### config.mk
export PLATFORM = sky130hd
export DESIGN_NAME = muldiv_seq
export DESIGN_NICKNAME = d
export VERILOG_FILES = /design/src/rtl/muldiv_seq.sv
export SDC_FILE = /design/constraint.sdc
export NUM_CORES = 1
export LEC_CHECK = 0
export ABC_AREA = 1
export CORE_AREA = 2 2 190 192
export DETAILED_ROUTE_END_ITERATION = 10
export DIE_AREA = 0 0 192 194
export HOLD_SLACK_MARGIN = 0.02
export PLACE_DENSITY = 0.75
export SLEW_MARGIN = 20
export SYNTH_ARGS = -nofsm -noshare
export SYNTH_HDL_FRONTEND = slang
export SYNTH_SLANG_ARGS = --single-unit
### constraint.sdc
create_clock -name clk -period 3.7 [get_ports clk]
set_input_delay 0.925 -clock clk [delete_from_list [all_inputs] [get_ports clk]]
set_output_delay 0.925 -clock clk [all_outputs]
set_load 0.02 [all_outputs]
### src/rtl/muldiv_seq.sv
// muldiv_seq: iterative MULT/MULTU/DIV/DIVU sequencer owning the HI/LO write path.
// One shift-add / restoring-divide iteration per cycle for WIDTH cycles, then a
// single DONE cycle applies sign fix-up and strobes wen_hilo.
// Optional build macro: MULDIV_FAST_MUL_EN (multiplies skip BUSY and use a
// combinational multiplier on the latched magnitudes).
module muldiv_seq #(
    parameter int unsigned WIDTH = 32,
    parameter int unsigned CNT_W = 6
) (
    input  logic             clk,
    input  logic             rst,
    input  logic             start,
    input  logic [1:0]       op,
    input  logic [WIDTH-1:0] src_a,
    input  logic [WIDTH-1:0] src_b,
    input  logic             flush,
    output logic             busy,
    output logic             stall_req,
    output logic             wen_hilo,
    output logic [WIDTH-1:0] hi,
    output logic [WIDTH-1:0] lo
);

    typedef enum logic [1:0] {
        S_IDLE,
        S_BUSY,
        S_DONE
    } state_t;

    state_t               r_state;
    state_t               w_next;
    logic [CNT_W-1:0]     r_cnt;
    logic                 r_is_div;
    logic                 r_neg_q;     // negate product / quotient
    logic                 r_neg_r;     // negate remainder (dividend was negative)
    logic [WIDTH-1:0]     r_mag_a;     // multiplicand / dividend magnitude
    logic [WIDTH-1:0]     r_mag_b;     // multiplier / divisor magnitude
    logic [2*WIDTH-1:0]   r_acc;       // mul: {partial, multiplier}; div: {remainder, dividend/quotient}
    logic [WIDTH-1:0]     r_hi;
    logic [WIDTH-1:0]     r_lo;

    logic                 w_accept;
    logic                 w_signed;
    logic                 w_is_div;
    logic                 w_div0;
    logic                 w_a_neg;
    logic                 w_b_neg;
    logic [WIDTH-1:0]     w_mag_a;
    logic [WIDTH-1:0]     w_mag_b;

    logic [WIDTH:0]       w_sum;
    logic [2*WIDTH-1:0]   w_mul_step;
    logic [WIDTH:0]       w_rem;
    logic [WIDTH:0]       w_diff;
    logic [2*WIDTH-1:0]   w_div_step;

    logic [2*WIDTH-1:0]   w_prod;
    logic [2*WIDTH-1:0]   w_prod_fix;
    logic [WIDTH-1:0]     w_q_fix;
    logic [WIDTH-1:0]     w_r_fix;
    logic [WIDTH-1:0]     w_res_hi;
    logic [WIDTH-1:0]     w_res_lo;

    // Operand decode and magnitude extraction at accept time.
    // A zero divisor clears both signs and keeps the raw dividend, so the plain
    // restoring loop yields remainder=src_a and quotient=all ones with no fix-up.
    assign w_accept = (r_state == S_IDLE) && start && !flush;
    assign w_signed = ~op[0];
    assign w_is_div = op[1];
    assign w_div0   = w_is_div && (src_b == '0);
    assign w_a_neg  = w_signed && src_a[WIDTH-1] && !w_div0;
    assign w_b_neg  = w_signed && src_b[WIDTH-1] && !w_div0;
    assign w_mag_a  = w_a_neg ? ('0 - src_a) : src_a;
    assign w_mag_b  = w_b_neg ? ('0 - src_b) : src_b;

    // One shift-add multiply iteration: add multiplicand on multiplier LSB, shift right.
    assign w_sum      = {1'b0, r_acc[2*WIDTH-1:WIDTH]} + {1'b0, r_mag_a};
    assign w_mul_step = r_acc[0] ? {w_sum, r_acc[WIDTH-1:1]}
                                 : {1'b0, r_acc[2*WIDTH-1:1]};

    // One restoring-divide iteration: shift dividend MSB into remainder, trial subtract.
    assign w_rem      = r_acc[2*WIDTH-1:WIDTH-1];
    assign w_diff     = w_rem - {1'b0, r_mag_b};
    assign w_div_step = w_diff[WIDTH] ? {w_rem[WIDTH-1:0],  r_acc[WIDTH-2:0], 1'b0}
                                      : {w_diff[WIDTH-1:0], r_acc[WIDTH-2:0], 1'b1};

`ifdef MULDIV_FAST_MUL_EN
    assign w_prod = r_is_div ? r_acc
                             : ({{WIDTH{1'b0}}, r_mag_a} * {{WIDTH{1'b0}}, r_mag_b});
`else
    assign w_prod = r_acc;
`endif

    // Sign fix-up applied in DONE.
    assign w_prod_fix = r_neg_q ? ('0 - w_prod) : w_prod;
    assign w_q_fix    = r_neg_q ? ('0 - r_acc[WIDTH-1:0]) : r_acc[WIDTH-1:0];
    assign w_r_fix    = r_neg_r ? ('0 - r_acc[2*WIDTH-1:WIDTH]) : r_acc[2*WIDTH-1:WIDTH];
    assign w_res_hi   = r_is_div ? w_r_fix : w_prod_fix[2*WIDTH-1:WIDTH];
    assign w_res_lo   = r_is_div ? w_q_fix : w_prod_fix[WIDTH-1:0];

    // hi/lo present the new result during the strobe cycle and hold it afterwards.
    assign hi = wen_hilo ? w_res_hi : r_hi;
    assign lo = wen_hilo ? w_res_lo : r_lo;

    // State register.
    always_ff @(posedge clk) begin
        if (rst) begin
            r_state <= S_IDLE;
        end else begin
            r_state <= w_next;
        end
    end

    // Next-state and control outputs.
    always_comb begin
        w_next    = r_state;
        busy      = 1'b0;
        stall_req = 1'b0;
        wen_hilo  = 1'b0;
        case (r_state)
            S_IDLE: begin
                if (w_accept) begin
                    stall_req = 1'b1;
                    w_next    = S_BUSY;
`ifdef MULDIV_FAST_MUL_EN
                    if (!op[1]) begin
                        w_next = S_DONE;
                    end
`endif
                end
            end
            S_BUSY: begin
                busy      = 1'b1;
                stall_req = 1'b1;
                if (flush) begin
                    w_next = S_IDLE;
                end else if (r_cnt == CNT_W'(1)) begin
                    w_next = S_DONE;
                end
            end
            S_DONE: begin
                busy     = 1'b1;
                wen_hilo = !flush;
                w_next   = S_IDLE;
            end
            default: begin
                w_next = S_IDLE;
            end
        endcase
    end

    // Operand latch, iteration datapath and iteration counter.
    always_ff @(posedge clk) begin
        if (rst) begin
            r_cnt    <= '0;
            r_is_div <= 1'b0;
            r_neg_q  <= 1'b0;
            r_neg_r  <= 1'b0;
            r_mag_a  <= '0;
            r_mag_b  <= '0;
            r_acc    <= '0;
        end else if (w_accept) begin
            r_cnt    <= CNT_W'(WIDTH);
            r_is_div <= w_is_div;
            r_neg_q  <= w_a_neg ^ w_b_neg;
            r_neg_r  <= w_is_div && w_a_neg;
            r_mag_a  <= w_mag_a;
            r_mag_b  <= w_mag_b;
            r_acc    <= w_is_div ? {{WIDTH{1'b0}}, w_mag_a} : {{WIDTH{1'b0}}, w_mag_b};
        end else if (r_state == S_BUSY && !flush) begin
            r_cnt <= r_cnt - CNT_W'(1);
            r_acc <= r_is_div ? w_div_step : w_mul_step;
        end
    end

    // HI/LO result registers, written only on the strobe.
    always_ff @(posedge clk) begin
        if (rst) begin
            r_hi <= '0;
            r_lo <= '0;
        end else if (wen_hilo) begin
            r_hi <= w_res_hi;
            r_lo <= w_res_lo;
        end
    end

endmodule

==> results.yml <==
floorplanning:
  initial_utilization_pct: 54.2
  fp.dieW_um: 192
  core_mm2: 0.0352
  die_h_um: 194
  die_area_mm2: 0.0372
  rows: 69
  num_io_pins: 137
global_route:
  grt_pass1_wl_um: 119000
  grt_usage_pct: 41.1
  antenna_found_initial: 0
  grt_pass1_vias: 21584
  grt_max_degree: 66
  grt_overflow: 0
layout:
  fin_cells: 3977
  area.growth.synth_to_final_pct: 18.3
  n_antenna_cell: 0
  seq_area_mm2: 0.00407
  layout-drive-gt1-share_pct: 12.7
  multi_input_area_mm2: 0.0130
  nets: 3642
  nFillCells: 3379
yosys:
  synthArstFlopShare_pct: 0
  yosysUniqueCellTypes: 58
  yosys_warnings: 0
  synth_fp_nets: 3458
  avgSynthCellArea_um2: 5.77
  netlist_top_cells_area: "dfxtp_1 (21%), nand2_1 (21%), inv_1 (9.0%)"
  synth.largest_area_cell: "dfxtp_1"
  synth-seq-cells: 203
  syn_inst: 3313
  synth_area_mm2: 0.0191
  yosysSeqAreaShare_pct: 21.3
  synth_top_area_share_pct: 21.3
  synthFlopType: "dfxtp_1"
  synth-edff-count: 0
sta:
  min_period_ns: 3.70
  max_freq_ghz: 0.270
  fin_crit_sh_pct: 99.9
  hold_viol: 0
  fin_hold_ws_ns: 0.469
  setup-violations-final: 0
  clock-skew-final_ns: 0.0133
  tightest_slew_ns: 0.945
  rsz0062_at_grt: "yes"
  report.final.slew_viol_count: 0
  slew_headroom_pct: 36.9
place:
  port_buffers: 136
  hpwl_um: 62100
  dp_cells: 3914
  gp_congestion: 1.06
clock_network:
  h-tree-depth: 1
  clkLatencyLatePin_ns: 0.57
  tritoncts: "done"
  ctsHoldBuffers: 0
  clk_pin_slew_ns: 0.06
  clockBufferDepth: 3
  cts_buffers: 25
  root_buffer: "clkbuf_16"
  clock_sinks: 203
power_and_ir_drop:
  vdd_drop_max_mv: 0.584
  p_per_area_mw_per_mm2: 631
  leakage_nw: 11.6
detailed_routing:
  routedWlPerCell_um: 19.6
  drt_iter0_drc: 2539
  wl_um: 78100
  ant_nets: 0
  drc: 0
  viasPerCell: 5.82
  vias: 23164
  dr.pass1.iters: 6
outcome:
  status: "complete, no violations"
critical_path:
  crit_required_ns: 2.77
  endpoint_kind: "output port"
  path_class: "reg2out"
  crit_path_start_kind: "flop"
  critPathArrivalTime_ns: 2.77
  worstPathMaxFanout: 5
worst_hold_path:
  hold_class: "reg2reg"
job:
  cap_violations: 0
metal layers:
metal  GRT usage (%)  share of wire [%]
met5               0                  0
met4            21.7                6.5
met3            6.61                 11
met2            64.9                 43
met1            53.7                 40
worst max-delay path: stages, from the launching register on:
cell             delay, ns
dfxtp_1               0.41
nor2_2                0.20
nand2_1               0.16
nor2_2                0.17
nand2_2               0.14
nor2_1                0.13
nand2_1               0.16
xor2_1                0.20
nand2_1               0.07
nand2_1               0.06
nand2_1               0.04
nand3_1               0.09
nand2_1               0.07
inv_1                 0.06
clkdlybuf4s15_2       0.25
final timing paths:
kind / start / to / slack, ns / depth (start not counted)
setup / recovery: r_acc[38] / hi[10] / 0.003 / 14
hold / removal: r_lo[12] / r_lo[12] / 0.47 / 2
setup reg to reg: r_acc[31] / r_acc[58] / 0.18 / 17
hold reg to reg: r_lo[12] / r_lo[12] / 0.47 / 2
area by class of cell:
| cell class | count | area share (%) |
|---|---|---|
| multi-input combinational | 2518 | 57.5 |
| sequential | 203 | 18.0 |
| timing repair buffer | 269 | 10.1 |
| inverter | 480 | 8.00 |
| clock buffer | 32 | 3.02 |
| tap | 461 | 2.55 |
| clock inverter | 14 | 0.869 |
what timing repair did:
| action | CTS | global route |
|---|---|---|
| endpoints found under the setup margin | 60 | 47 |
| buffers inserted | 3 | 12 |
| gates resized for setup | 116 | 105 |
| pin swaps | 3 | 21 |
| gates cloned | 1 | 1 |
logic make-up after synthesis:
family	Yosys count	share of synthesized area [%]
AND/OR/NAND/NOR	1849	41.9
buffers and inverters	593	12.5
flip-flops	203	21.3
adder cells (fa/ha/maj)	75	4.99
AO/OA/AOI/OAI	508	15.4
XOR/XNOR	85	3.90
cells in the final DEF (no fill, tap or decap), types with 16 or more instances in the layout:
master           instances
nand3_1                289
buf_4                  130
clkbuf_2                22
o21ai_0                146
dlygate4sd2_1           30
or2_2                   25
clkbuf_16               25
inv_1                  448
nand4_1                 36
ha_1                    71
nor2_2                  31
nand2_1               1065
o22ai_1                 27
clkdlybuf4s50_1         72
dfxtp_1                201
xor2_1                  58
nor3_1                  25
a21oi_1                201
a22o_1                  27
xnor2_1                 27
o21ai_1                 18
nand3b_1                25
nor2_1                 236
a31oi_1                 16
nand3_2                 16
inv_2                   28
nand2_2                 51
a21oi_2                 30
synth_stat cells (7+ instances only):
cell	number
nand3_2	13
nor3_1	26
nor2_1	263
ha_1	73
nor2_2	14
a21oi_2	27
buf_2	17
nand2_1	1076
a21oi_1	204
nand4_1	36
buf_4	7
o21bai_1	9
xnor2_1	27
a31oi_1	16
a22o_1	27
clkbuf_1	62
nand2_2	43
o21ai_2	12
o21ai_1	16
o21ai_0	151
inv_1	459
dfxtp_1	203
xor2_1	58
or2_2	25
nand3_1	296
inv_2	18
buf_1	14
nand3b_1	25
o22ai_1	27
registers in the layout, summed over array words and instances, names as in the netlist, 2 cells and up:
signal   count
r_mag_b     32
r_mag_a     32
r_acc       64
r_lo        32
r_cnt        6
r_hi        32
r_state      2
power breakdown:
| group | leakage [nW] | switching (mW) | internal [mW] |
|---|---|---|---|
| clock network | 0.437 | 1.07 | 1.60 |
| registers | 1.65 | 0.302 | 2.49 |
| logic | 9.55 | 5.97 | 2.82 |
stage by stage:
| stage | util, % | power (mW) | area [µm²] | setup TNS, ns | worst slack (ns) |
|---|---|---|---|---|---|
| floorplan | - | 8.48 | 19100 | 0 | 0.399 |
| global placement | 60.7 | 10.8 | 21400 | -0.126 | -0.0830 |
| detailed placement | 60.7 | 10.9 | 21400 | -2.29 | -0.108 |
| CTS | 63.7 | 13.7 | 22400 | -0.000833 | -0.000833 |
| global route | 64.2 | 15.1 | 22600 | -0.468 | -0.0886 |
| finish | 64.2 | 14.2 | 22600 | 0 | 0.00284 |
No activity file was read; power rests on OpenSTA's default activity.
